`config.mk`:
```
export PLATFORM = sky130hd
export DESIGN_NAME = event_out_buffer
export DESIGN_NICKNAME = d
export VERILOG_FILES = /design/src/rtl/event_pkg.sv /design/src/rtl/event_fifo.sv /design/src/rtl/event_out_buffer.sv
export SDC_FILE = /design/constraint.sdc
export NUM_CORES = 1
export LEC_CHECK = 0
export BUFFER_PORTS_ARGS = -buffer_cell sky130_fd_sc_hd__buf_2
export CAP_MARGIN = 20
export CORE_MARGIN = 2
export CORE_UTILIZATION = 50
export CTS_CLUSTER_SIZE = 20
export DETAILED_ROUTE_END_ITERATION = 16
export HOLD_SLACK_MARGIN = 0.05
export PLACE_DENSITY = 0.72
export SYNTH_ARGS = -nofsm -noshare
export SYNTH_HDL_FRONTEND = slang
export SYNTH_SLANG_ARGS = --single-unit
```
`constraint.sdc`:
```
create_clock -name clk -period 4.5 [get_ports clk]
set_clock_uncertainty 0.2 [all_clocks]
set_input_delay 1.35 -clock clk [delete_from_list [all_inputs] [get_ports clk]]
set_output_delay 1.35 -clock clk [all_outputs]
set_load 0.01 [all_outputs]
```
`src/rtl/event_pkg.sv`:
```
// Shared event definitions for the filter and output-buffer stages.
// Latency: n/a (types and constants only).
// Backpressure: n/a.
package event_pkg;

  localparam int EV_FIELD_W = 2;
  localparam int EV_W       = 4 * EV_FIELD_W;

  // Field LSB positions inside the packed 8-bit word {x,y,t,p}
  localparam int EV_X_LSB = 6;
  localparam int EV_Y_LSB = 4;
  localparam int EV_T_LSB = 2;
  localparam int EV_P_LSB = 0;

  // Packed event; declaration order places x in the MSBs and p in the LSBs
  typedef struct packed {
    logic [EV_FIELD_W-1:0] x;
    logic [EV_FIELD_W-1:0] y;
    logic [EV_FIELD_W-1:0] t;
    logic [EV_FIELD_W-1:0] p;
  } event_t;

  // The filter signals a reject by zeroing the coordinates; polarity is ignored
  function automatic logic ev_is_reject(input event_t e);
    return {e.x, e.y, e.t} == '0;
  endfunction

endpackage

```
`src/rtl/event_fifo.sv`:
```
// Generic synchronous FIFO with occupancy and full flags.
// Latency: a write at edge N is visible at the head from cycle N+1; no bypass.
// Backpressure: writes while full are refused unless a pop happens in the same cycle.
module event_fifo #(
  parameter int DEPTH = 4,
  parameter int WIDTH = 8
) (
  input  logic                     clk,
  input  logic                     rst,
  input  logic                     push,
  input  logic [WIDTH-1:0]         push_dat,
  input  logic                     pop,
  output logic                     head_vld,
  output logic [WIDTH-1:0]         head_dat,
  output logic [$clog2(DEPTH):0]   level,
  output logic                     full
);

  localparam int AW = $clog2(DEPTH);

  logic [WIDTH-1:0] mem [DEPTH];
  logic [AW-1:0]    wr_ptr;
  logic [AW-1:0]    rd_ptr;
  logic             do_pop;
  logic             do_wr;

  assign head_vld = (level != '0);
  assign full     = (level == (AW+1)'(DEPTH));
  assign do_pop   = pop & head_vld;
  // A full queue still takes a write when the head leaves in the same cycle
  assign do_wr    = push & (~full | do_pop);
  assign head_dat = head_vld ? mem[rd_ptr] : '0;

  // Storage write; contents need no reset since they are masked while empty
  always_ff @(posedge clk) begin
    if (!rst && do_wr) begin
      mem[wr_ptr] <= push_dat;
    end
  end

  // Pointer and occupancy tracking; pointers wrap naturally at DEPTH
  always_ff @(posedge clk) begin
    if (rst) begin
      wr_ptr <= '0;
      rd_ptr <= '0;
      level  <= '0;
    end else begin
      if (do_wr)  wr_ptr <= wr_ptr + 1'b1;
      if (do_pop) rd_ptr <= rd_ptr + 1'b1;
      case ({do_wr, do_pop})
        2'b10:   level <= level + (AW+1)'(1);
        2'b01:   level <= level - (AW+1)'(1);
        default: level <= level;
      endcase
    end
  end

endmodule

```
`src/rtl/event_out_buffer.sv`:
```
// Output buffer: drops filter rejects, queues survivors, counts overflow losses.
// Latency: accepted event appears on out_valid/out_data one cycle after its write edge.
// Backpressure: out_ready may stall forever; events arriving while full and not draining are dropped and counted.
module event_out_buffer
  import event_pkg::*;
#(
  parameter int DEPTH     = 4,
  parameter int DROP_ZERO = 1,
  parameter int CNT_W     = 8
) (
  input  logic                   clk,
  input  logic                   rst,
  input  logic                   in_valid,
  input  logic [EV_FIELD_W-1:0]  x_in,
  input  logic [EV_FIELD_W-1:0]  y_in,
  input  logic [EV_FIELD_W-1:0]  t_in,
  input  logic [EV_FIELD_W-1:0]  p_in,
  output logic                   out_valid,
  input  logic                   out_ready,
  output logic [EV_W-1:0]        out_data,
  output logic [$clog2(DEPTH):0] level,
  output logic                   full,
  output logic [CNT_W-1:0]       drop_cnt
);

  event_t ev;
  logic   reject;
  logic   push;
  logic   pop;
  logic   drop;

  assign ev     = '{x: x_in, y: y_in, t: t_in, p: p_in};
  assign reject = (DROP_ZERO != 0) && ev_is_reject(ev);
  assign push   = in_valid & ~reject;
  assign pop    = out_valid & out_ready;
  assign drop   = push & full & ~pop;

  event_fifo #(
    .DEPTH (DEPTH),
    .WIDTH (EV_W)
  ) u_fifo (
    .clk      (clk),
    .rst      (rst),
    .push     (push),
    .push_dat (ev),
    .pop      (pop),
    .head_vld (out_valid),
    .head_dat (out_data),
    .level    (level),
    .full     (full)
  );

  // Saturating count of events lost because the queue was full and stalled
  always_ff @(posedge clk) begin
    if (rst) begin
      drop_cnt <= '0;
    end else if (drop && (drop_cnt != '1)) begin
      drop_cnt <= drop_cnt + 1'b1;
    end
  end

endmodule

```
### Word level (Yosys, flattened, before mapping)

Memory sizes are Yosys's and may differ from the RTL's. A register that Yosys moved wholly into a read port is not among the register bits.
Index checks and enable logic that the tools add are counted.

* output and inout bits: 21
* register bits after elaboration: 15
* memories: 1
* logic and storage cells: 36
* input bits: 12
* bits in writable memories: 32

Memory list
* u_fifo.mem: words 4, width 8, read ports 1, clocked after Yosys merged registers in 1, wr ports 1, line event_fifo.sv:21 `logic [WIDTH-1:0] mem [DEPTH];`

* bitwise gates (word level): 10
* muxes and demuxes: 6
* add/subtract/negate cells: 5
* equality and inequality tests: 4
* reduce and logical (&&, ||, !) cells: 6

Operator list (number)
* $add 8x1->8 const B: 1
* $mux 8: 1
* $ne 8x8->1 const B: 1
* $and 1x1->1: 6
* $logic_not 6->1: 1
* $pmux 3 s2: 1
* $add 2x1->2 const B: 2
* $mux 2: 2
* $add 3x1->3 const B: 1
* $eq 3x3->1 const B: 1
* $not 1->1: 3
* $reduce_bool 3->1: 1
* $sub 3x1->3 const B: 1
* $eq 2x1->1 const B: 1
* $eq 2x2->1 const B: 1
* $logic_and 1x1->1: 2
* $mux 1: 2
* $reduce_bool 2->1: 1
* $logic_not 1->1: 1
* $or 1x1->1: 1

### Longest topological paths before layout

* depth in word-level cells: 8
* gate-level depth with buffers: 8
* gate-level depth less buffers: 8

### By module

From an unflattened synthesis, not the netlist that was laid out.

* cell total of the unflattened synthesis: 167
* area, all modules: 2212.1 µm²

Modules (own cells, without submodules)
* event_fifo: seq. area each 1141.1 µm², instances 1, cells each 116, area each 1785.5 µm²
* event_out_buffer: seq. area each 160.2 µm², instances 1, cells each 51, area each 426.7 µm²

### Least setup slack after synthesis

OpenSTA, ideal clock, no wires.

* kind: input to register
* start point: input t_in[1]
* end point: register u_fifo.level[2]
* stages: 8
* slack: 0.917 ns
* arrival: 3.313 ns
* cells stage by stage: or4_4 -> o211ai_2 -> ha_1 -> inv_1 -> fa_1 -> xor2_1 -> or3_1 -> a21oi_1

* cells in the longest elaborated chain, start to end: 6

Ends and longest elaborated chain
* from (decl): line event_out_buffer.sv:16 `input logic [EV_FIELD_W-1:0] t_in,`
* $logic_not 6->1 *: line event_pkg.sv:25 `return {e.x, e.y, e.t} == '0;`
* $not 1->1 *: line event_out_buffer.sv:34 `assign push = in_valid & ~reject;`
* $and 1x1->1 *: line event_out_buffer.sv:34
* $and 1x1->1 *: line event_fifo.sv:31 `assign do_wr = push & (~full | do_pop);`
* $eq 2x1->1 or $eq 2x2->1 (tied branches): line event_fifo.sv:50 `case ({do_wr, do_pop})`
* $pmux 3 s2 or $reduce_bool 2->1 (tied branches)
* to (signal assigned): line event_fifo.sv:51 `2'b10: level <= level + (AW+1)'(1);`
* to (signal assigned): line event_fifo.sv:52 `2'b01: level <= level - (AW+1)'(1);`
* to (signal assigned): line event_fifo.sv:53 `default: level <= level;`
* to (decl): line event_fifo.sv:15 `output logic [$clog2(DEPTH):0] level,`

Every way passes the cells marked *; elsewhere a longest branch is shown, timed or not.
A chain may end at the register's enable or synchronous reset.

### Final worst setup path

Same ends and word-level chain as after synthesis.

==> impl_metrics.ini <==
[sta]
fmax_mhz = 279
maxSlewViolCount = 0
finalCritPeriodShare_pct = 79.6
hold-worst-slack_ns = 0.300
max-slew-margin-rel_pct = 56.3
rsz0062_at_grt = false
finalSetupTns_ns = 0
setup_violations = 0
hold_violations = 0
fin_crit_ns = 3.58
worstMarginPinSlew_ns = 0.649

[clock_tree]
ctsResizeCount = 0
cts_tree = yes
postCtsSetupBuffers = 0
cts_buffer_depth = 2
cts-root-buf = clkbuf_8
path_clk_slew_ns = 0.08
cts_num_sinks = 49
clock_latency_ns = 0.29
cts_buffers = 5
cts_hold_buf = 0
htreeDepth = 2

[global_route]
grt.total_usage_pct = 17.6
grt_max_degree = 18
grt-ovfl-total = 0
first_global_vias = 1358
grt_pass1_wl_um = 6440
antenna_found_initial = 0

[die]
fp-row-count = 23
die_area_um2 = 4760
boundaryPins = 33
die_x_um = 69.0
die_h_um = 69.0
initial_core_util_pct = 52.5
coreArea_um2 = 4030

[logic_synthesis]
synth_cell_type_count = 34
ys_top_cells_by_area = edfxtp_1 45%, dfxtp_1 16%, mux4_2 8.5%
syn_area_um2 = 2110
synthesis.nets = 171
netlist.top_cell.by_area = edfxtp_1
synth_warnings = 0
syn_inst = 152
synth_edf_count = 32
ys_seq_elements = 49
yosysSeqAreaShare_pct = 61.6
syn_avg_cell_area_um2 = 13.9
synth_flop_cell = edfxtp_1
async_reset_ff_share_pct = 0
synth_top_cell_area_share_pct = 45.5

[power_and_ir_drop]
finalPower_mw = 1.14
vdd_drop_max_uv = 377
power_density_nw_per_um2 = 477
leakage_nw = 0.871

[place]
dpl-instance-area_um2 = 2300
hpwl_um = 2700
numPortBuffers = 32
gp_congestion = 0.795

[layout]
antenna_cells = 0
syn_to_final_growth_pct = 12.8
drive_above_1_share_pct = 29.6
finish.instance_area_um2 = 2380
nets = 204

[route]
drtIter0Drc = 130
vias = 1330
postRouteAntennaNets = 0
drc_errors = 0
drtPass1Iterations = 4
wire_per_inst_um = 16.2
viasPerCell = 5.64
drt_wl_total_um = 3820

[critical_path]
endpoint_kind = register
critPathMaxFanout = 5
path_class = input port to register
arrival_ns = 3.61
cp-start-kind = input port
cp.required_ns = 4.53

[status]
outcome = finished, final reports clean

[worst_hold_path]
hold_path.class = register to register

[run]
cap_violations = 0
per-stage QoR:
step | util (%) | worst slack (ns) | instances
2_1_floorplan | - | 0.917 | 152
3_3_place_gp | 57.2 | 0.730 | 228
3_5_place_dp | 57.2 | 0.635 | 228
4_1_cts | 59.2 | 0.929 | 236
5_1_grt | 59.2 | 0.758 | 236
6_report | 59.2 | 0.919 | 236
cell usage in the layout, fill, tap and decap left out, types with 3 or more instances in the layout:
master    instances
or4_1             3
edfxtp_1         32
nor2_1           11
dfxtp_1          17
xor2_1            3
o21ai_0           4
mux4_2            8
inv_1             8
o31ai_1           3
or3_2             3
and2_1           13
ha_1              6
buf_2            32
a21oi_1           7
nand2_1           4
clkbuf_8          5
critical path, cell delays in order:
cell	delay, ns
buf_2	0.12
or4_4	0.56
o211ai_2	0.26
ha_1	0.25
inv_1	0.07
fa_1	0.39
xor2_1	0.17
or3_1	0.31
a21oi_1	0.14
cells by family after synthesis:
| logic type | count (synthesis) | synth area share (%) |
|---|---|---|
| AO/OA/AOI/OAI | 19 | 6.04 |
| AND/OR/NAND/NOR | 48 | 13.4 |
| adder cells (fa/ha/maj) | 7 | 4.50 |
| flip-flops | 49 | 61.6 |
| buffers and inverters | 14 | 2.90 |
| XOR/XNOR | 5 | 2.07 |
| multiplexers | 10 | 9.47 |
power by group:
| part | leakage [nW] | internal, mW | switching, mW |
|---|---|---|---|
| registers | 0.429 | 0.518 | 0.0512 |
| logic | 0.402 | 0.165 | 0.166 |
| clock network | 0.0399 | 0.108 | 0.129 |
| total | 0.871 | 0.791 | 0.346 |
cell type report:
type | instances | area (um^2)
clock buffers | 7 | 76.3
clock inverters | 1 | 3.75
fillers | 335 | 1640
inverters | 8 | 30.0
multi-input cells | 89 | 751
flip-flops and latches | 49 | 1300
well taps | 50 | 62.6
repair buffers | 32 | 160
cells in the mapped netlist, types with 2 or more instances:
master     n
and2_1    13
a21oi_1    7
ha_1       6
xnor2_1    2
inv_1      8
o211ai_2   2
edfxtp_1  32
or3_2      3
mux4_2     8
or4_1      3
dfxtp_1   17
nand4_1    2
nor2_1    11
o31ai_1    3
o21ai_0    4
and3_1     2
mux2i_1    2
nand3_1    2
xor2_1     3
or2_2      2
nand2_1    4
clkbuf_1   4
worst paths after layout:
kind	from	endpoint	slack (ns)	cells after the start
max reg2reg	u_fifo.level[0]	u_fifo.level[2]	1.70	8
min reg2reg	drop_cnt[1]	drop_cnt[1]	0.30	2
min	drop_cnt[1]	drop_cnt[1]	0.30	2
max	t_in[1]	u_fifo.level[2]	0.92	9
registers in the layout, summed over array words and instances (netlist names), named ones only:
name           cells
u_fifo.rd_ptr      2
u_fifo.wr_ptr      2
drop_cnt           8
u_fifo.mem        32
u_fifo.level       3
metal layers:
| metal | GRT usage (%) | up-vias | wire [um] |
|---|---|---|---|
| met5 | 0 | - | 0 |
| met3 | 5.26 | 10 | 210 |
| met2 | 30.9 | 49 | 1990 |
| met4 | 7.63 | 0 | 82 |
| met1 | 19.6 | 641 | 1540 |
| li1 | - | 630 | - |
Power figures use the tool's default switching activity.
